## src/rtl/uart_tx_ctrl.sv

```systemverilog
// uart_tx_ctrl: two-requester round-robin front end for a UART transmitter.
// Each accepted byte is issued as a one-cycle strobe. The block then stays busy
// for one full frame time, so the transmitter is never overrun.
// Optional feature macro UART_TX_CRLF_EN: an accepted 0x0A is preceded by 0x0D,
// and the 0x0D gets its own frame time.
module uart_tx_ctrl #(
   parameter int unsigned CLK_HZ     = 100000000,
   parameter int unsigned BAUD       = 115200,
   parameter int unsigned FRAME_BITS = 11
) (
   input  logic       clk,
   input  logic       reset,
   input  logic       req0_valid,
   input  logic [7:0] req0_data,
   output logic       req0_ready,
   input  logic       req1_valid,
   input  logic [7:0] req1_data,
   output logic       req1_ready,
   output logic       uart_wr_o,
   output logic [7:0] uart_dat_o,
   output logic       busy,
   output logic [15:0] tx_count
);

   // Frame time in clock cycles, rounded up so a frame is never cut short.
   localparam logic [63:0] FRAME_NUM    = 64'(FRAME_BITS) * 64'(CLK_HZ);
   localparam logic [63:0] FRAME_CYC64  = (FRAME_NUM + 64'(BAUD) - 64'd1) / 64'(BAUD);
   localparam int unsigned FRAME_CYCLES = FRAME_CYC64[31:0];
   localparam int unsigned CNT_W        = $clog2(FRAME_CYCLES + 1);
   localparam logic [CNT_W-1:0] CNT_LAST = CNT_W'(FRAME_CYCLES - 1);

   typedef enum logic [2:0] {
      IDLE,
      ISSUE,
      WAIT
`ifdef UART_TX_CRLF_EN
      ,
      CR,
      CR_WAIT
`endif
   } state_t;

   state_t           state_q, state_d;
   logic [CNT_W-1:0] wait_cnt_q;
   logic             last_grant_q;
   logic [7:0]       dat_q;
   logic [15:0]      tx_cnt_q;
   logic             gnt0, gnt1, xfer;
   logic [7:0]       sel_data;
   logic             in_wait, wait_done;
`ifdef UART_TX_CRLF_EN
   logic [7:0]       byte_q;
`endif

   assign xfer       = gnt0 | gnt1;
   assign sel_data   = gnt1 ? req1_data : req0_data;
   assign req0_ready = gnt0;
   assign req1_ready = gnt1;
   assign busy       = (state_q != IDLE);
   assign uart_dat_o = dat_q;
   assign tx_count   = tx_cnt_q;
   assign wait_done  = (wait_cnt_q == CNT_LAST);

   // Round-robin grant, offered only in IDLE; requester 0 wins when last_grant points at 1.
   always_comb begin
      gnt0 = 1'b0;
      gnt1 = 1'b0;
      if (state_q == IDLE) begin
         if (req0_valid && (!req1_valid || last_grant_q))
            gnt0 = 1'b1;
         else if (req1_valid)
            gnt1 = 1'b1;
      end
   end

   // Next-state logic and decoded strobe / wait qualifiers.
   always_comb begin
      state_d   = state_q;
      uart_wr_o = 1'b0;
      in_wait   = 1'b0;
      case (state_q)
         IDLE: begin
            if (xfer) begin
`ifdef UART_TX_CRLF_EN
               state_d = (sel_data == 8'h0A) ? CR : ISSUE;
`else
               state_d = ISSUE;
`endif
            end
         end
         ISSUE: begin
            uart_wr_o = 1'b1;
            state_d   = WAIT;
         end
         WAIT: begin
            in_wait = 1'b1;
            if (wait_done)
               state_d = IDLE;
         end
`ifdef UART_TX_CRLF_EN
         CR: begin
            uart_wr_o = 1'b1;
            state_d   = CR_WAIT;
         end
         CR_WAIT: begin
            in_wait = 1'b1;
            if (wait_done)
               state_d = ISSUE;
         end
`endif
         default: state_d = IDLE;
      endcase
   end

   // State register.
   always_ff @(posedge clk or negedge reset) begin
      if (!reset)
         state_q <= IDLE;
      else
         state_q <= state_d;
   end

   // Frame-time counter: runs only in the wait states and clears when the frame ends.
   always_ff @(posedge clk or negedge reset) begin
      if (!reset)
         wait_cnt_q <= '0;
      else if (in_wait && !wait_done)
         wait_cnt_q <= wait_cnt_q + 1'b1;
      else
         wait_cnt_q <= '0;
   end

   // Arbitration history changes only when a byte is actually taken.
   always_ff @(posedge clk or negedge reset) begin
      if (!reset)
         last_grant_q <= 1'b1;
      else if (xfer)
         last_grant_q <= gnt1;
   end

   // Output byte register: loaded on acceptance, and held between strobes.
   always_ff @(posedge clk or negedge reset) begin
      if (!reset) begin
         dat_q <= 8'h00;
`ifdef UART_TX_CRLF_EN
         byte_q <= 8'h00;
`endif
      end else if (xfer) begin
`ifdef UART_TX_CRLF_EN
         byte_q <= sel_data;
         dat_q  <= (sel_data == 8'h0A) ? 8'h0D : sel_data;
`else
         dat_q  <= sel_data;
`endif
      end
`ifdef UART_TX_CRLF_EN
      else if (state_q == CR_WAIT && wait_done) begin
         dat_q <= byte_q;
      end
`endif
   end

   // Count of strobes issued to the transmitter; wraps naturally at 16 bits.
   always_ff @(posedge clk or negedge reset) begin
      if (!reset)
         tx_cnt_q <= 16'h0000;
      else if (uart_wr_o)
         tx_cnt_q <= tx_cnt_q + 16'd1;
   end

endmodule

```

## config.mk

```make
export PLATFORM = sky130hd
export DESIGN_NAME = uart_tx_ctrl
export DESIGN_NICKNAME = d
export VERILOG_FILES = /design/src/rtl/uart_tx_ctrl.sv
export SDC_FILE = /design/constraint.sdc
export NUM_CORES = 1
export LEC_CHECK = 0
export ABC_AREA = 1
export ABC_CLOCK_PERIOD_IN_PS = 1450
export CAP_MARGIN = 10
export CORE_ASPECT_RATIO = 0.7
export CORE_MARGIN = 2
export CORE_UTILIZATION = 50
export DETAILED_ROUTE_END_ITERATION = 16
export PLACE_DENSITY = 0.83
export SLEW_MARGIN = 20
export SYNTH_ARGS = -nofsm -noshare
export SYNTH_HDL_FRONTEND = slang
export SYNTH_SLANG_ARGS = --single-unit
```

## constraint.sdc

```tcl
create_clock -name clk -period 1.45 [get_ports clk]
set_input_delay 0.2175 -clock clk [delete_from_list [all_inputs] [get_ports clk]]
set_output_delay 0.2175 -clock clk [all_outputs]
set_load 0.005 [all_outputs]
```

==> key figures <==
STA
  – Final min period: about 1.5 ns
  – Rel. slew slack: 78.4%
  – Setup WS post-layout: -0.0456 ns
  – Setup TNS Final: -0.0456 ns
  – Tcrit/Tclk final: 103%
  – Setup violation total in the final timing report: 1
  – Unrepaired setup endpoints after global routing: true
  – Hold violation count in the final report: 0
  – Worst-case clock skew: 0.00903 ns
  – Transition at the pin with the smallest max-transition slack: 0.321 ns
  – Fmax achieved: 669 MHz
  – Final Slew Violations: 0

Final layout
  – Number of nets in the finished design: 375
  – Post-Layout Cell Count: 405
  – Filler Cell Count: 268
  – # diodes: 0
  – Layout cells sized above 1: 22.9%
  – Fraction of the core area covered by cells at the end of the flow: 77.8%
  – Growth of design area from synthesis to finish: 47.4%

Setup path
  – Worst stage delay on the critical path: 0.54 ns
  – FF-to-FF setup slack: 0.01 ns
  – CP required: about 1.2 ns
  – Delay-heaviest family, CP: flip-flops
  – CP Cell Sequence: nor2_1 -> nor2_1 -> nand2_1 -> inv_2 -> clkbuf_2
  – Most frequent CP cell: sky130_fd_sc_hd__nor2_1
  – Reg-to-reg endpoint: tx_count[12]$_DFFE_PN0P_
  – Worst Path Arrival: roughly 1.3 ns
  – Start of the worst register-to-register path: tx_count[0]$_DFFE_PN0P_
  – Worst setup path category: reg -> out
  – Biggest fanout along the worst timing path: 2
  – Critical Path Source Type: flip-flop
  – Worst r2r path cells: 8
  – Number of buffer and inverter stages on the critical path: 2
  – Cell with the largest stage delay on the worst path: sky130_fd_sc_hd__dfstp_2
  – Type of destination of the critical path: output pin

Global route
  – Pin count of the biggest net entering global routing: 42
  – Via count of the first global-routing pass: 1988
  – Antenna violations before repair: 0
  – Tot GR Track Use: ~25%
  – Congestion Overflow GR: 0
  – Wire length of the first global-routing pass: 8840 um

Detailed routing
  – Average wire per cell in the routed design: 14.5 um
  – Total number of vias: around 2100
  – Detailed-route wire length: just under 6000 um
  – Drt drc: 0
  – Drt first pass iters: 5
  – Number of antenna-violating nets in the routed design: 0
  – Violation count after the first detailed-routing iteration: 223
  – Via density per instance: roughly 5.3

Logic synthesis
  – Area fraction of the dominant cell type after synthesis: 47.5%
  – Synth Cell Area: 2110 sq um
  – Sequential-to-total area share from yosys stat: around 49%
  – Main combinational cell family by area after synthesis: simple AND/OR/NAND/NOR gates
  – Register bit total from synthesis: approximately 40
  – EDFF count, synth: 0
  – Count leader, synth: sky130_fd_sc_hd__nand2_1
  – Synth Area in Compound Gates: 2.26%
  – Multiplexer share of the synthesized area: 0%
  – Top cells by area, synth: sky130_fd_sc_hd__dfrtp_1 (48%), sky130_fd_sc_hd__nand2_1 (13%), sky130_fd_sc_hd__inv_1 (6.1%), sky130_fd_sc_hd__nor2_1 (5.5%), sky130_fd_sc_hd__xor2_1 (5.0%)
  – Post-Syn Nets: 283
  – Synthesized-area fraction occupied by adder cells: 1.78%
  – Post-Synth XOR/XNOR Area: 7.48%
  – Top cells by instance count after synthesis: sky130_fd_sc_hd__nand2_1 (72), sky130_fd_sc_hd__dfrtp_1 (40), sky130_fd_sc_hd__inv_1 (34)
  – Cell taking the most area after synthesis: sky130_fd_sc_hd__dfrtp_1
  – Simple logic cell fraction of the synthesized area: 32.2%
  – Async set-reset flop share out of synthesis: 100%
  – Number of warnings reported in the yosys synthesis log: 0
  – Instance count of the mapped netlist: 260
  – Average instance area after synthesis: approximately 8.1 sq um
  – Count of different cell masters after synthesis: 21
  – Top_reg_cell synth: sky130_fd_sc_hd__dfrtp_1

Die
  – Count of boundary I/O pins: 48
  – Die area: 4760 sq um
  – Core area: about 4000 sq um
  – Starting density of the core: 52.8%
  – DIE WIDTH: 81.6 um
  – Y dimension of the die: between 50 and 60 um
  – Placement row count: 19

Place
  – Global placement routability congestion: 0.921
  – Total half-perimeter wirelength after legalization and detailed placement: 3710 um
  – Count of buffers from port buffering: 47
  – Worst slack, placed: -0.290 ns
  – Placed cell count: 374

Run status
  – Failing checks: setup timing
  – Outcome: finished with violations

Clocking
  – Clock latency at the later pin of the worst-skew pair: around 0.30 ns
  – Clock-pin slew on the worst setup and hold paths: 0.08 ns
  – Clock tree from TritonCTS: yes
  – Max Buffers Root-to-Sink: 2
  – TritonCTS buffer count: 5
  – Total clock sinks: 41
  – Number of H-tree levels: 2
  – Clk Tree Root Cell: sky130_fd_sc_hd__clkbuf_8

Pwr
  – Switch share: 35.0%
  – Clk pwr share: 16.8%
  – Worst ir drop on vdd: 0.997 mV
  – Switching pwr: 1540 uW
  – Seq pwr share: 35.8%
  – Total power after layout: 4390 uW
  – Total power per unit cell area: 1410 nW/um^2
  – Leakage component of the power: 0.00150 uW
  – Fraction of power consumed by combinational cells: 47.4%
  – Internal Power: 2850 uW

Run
  – Maximum capacitance violations: 0

Worst hold path
  – Class of the most critical hold timing path: in -> async
[cells in the final DEF, fill, tap and decap left out, types with 5 or more instances in the layout]
cell,count
sky130_fd_sc_hd__nand2_1,67
sky130_fd_sc_hd__dfrtp_1,40
sky130_fd_sc_hd__clkdlybuf4s50_1,37
sky130_fd_sc_hd__buf_4,34
sky130_fd_sc_hd__inv_1,33
sky130_fd_sc_hd__nor2_1,28
sky130_fd_sc_hd__nand3_1,15
sky130_fd_sc_hd__xor2_1,12
sky130_fd_sc_hd__nand4_1,10
sky130_fd_sc_hd__xnor2_1,6
sky130_fd_sc_hd__nor2_2,5
sky130_fd_sc_hd__nand2_2,5
sky130_fd_sc_hd__clkbuf_8,5
[worst register-to-register path, delay by kind of cell, from the launching register on]
kind	cells	cell delay (ns)
and+or+nand+nor	5	0.56
DFF	1	0.38
adders and majority gates	1	0.15
xor gates and xnor gates	1	0.13
buffers and inverters	1	0.11
[power by group through the flow]
stage	logic, uW	registers, uW	clock network (uW)
after detailed placement	1620	1600	0
after floorplan	645	1630	0
after global placement	1580	1590	0
after CTS	1830	1570	747
after global routing	2260	1590	807
final	2080	1570	739
[what timing repair did]
action	in CTS	in global routing
gates resized for setup	21	25
pin swaps	2	11
buffers inserted	13	10
hold endpoints to repair	40	0
endpoints found under the setup margin	14	41
hold buffers	1	0
[through the flow]
| stage | instance area [sq um] | hold WS, ns |
|---|---|---|
| final | 3110 | 0.417 |
| after global routing | 3110 | 0.448 |
| after CTS | 2970 | 0.433 |
| after detailed placement | 2760 | 0.204 |
| after global placement | 2760 | 0.204 |
| after floorplan | 2110 | -0.0781 |
[metal layers]
| metal | vias to the layer above | part of all wire, % | wire [um] | GRT usage [%] |
|---|---|---|---|---|
| met5 | - | 0 | 0 | 0 |
| li1 | 998 | - | - | - |
| met2 | 109 | 50 | 2920 | 41.2 |
| met3 | 24 | 7.1 | 414 | 6.75 |
| met1 | 1000 | 40 | 2350 | 30.6 |
| met4 | 0 | 3.1 | 179 | 9.52 |
[cell families after synthesis]
family / count (synthesis)
AOI/OAI and AO/OA: 9
xor gates and xnor gates: 18
adders and majority gates: 3
buffers and inverters: 40
DFF: 41
and+or+nand+nor: 149
[registers in the layout, indices dropped and copies added (netlist names)]
signal and count:
tx_count 16, wait_cnt_q 14, uart_dat_o 8, state_q 2, last_grant_q 1
[final cells by class]
cell class	count	area [sq um]	area share [%]
clock inverter	1	5.00	0.161
multi-input combinational	179	997	32.1
sequential	41	1030	33.1
clock buffer	7	76.3	2.46
timing repair buffer	86	783	25.2
inverter	39	151	4.88
tap	52	65.1	2.10
[how the worst max path moves through the flow]
stage,from,endpoint,slack (ns),cells past startpoint
after global routing,last_grant_q$_DFFE_PN1P_,req0_ready,-0.1,5
after global placement,req0_valid,req0_ready,-0.29,6
final,last_grant_q$_DFFE_PN1P_,req0_ready,-0.05,5
after CTS,state_q[1]$_DFFE_PN0P_,req0_ready,-0.11,5
after detailed placement,req0_valid,req0_ready,-0.29,6
after floorplan,tx_count[0]$_DFFE_PN0P_,tx_count[12]$_DFFE_PN0P_,0.18,7
Power figures use the tool's default switching activity.
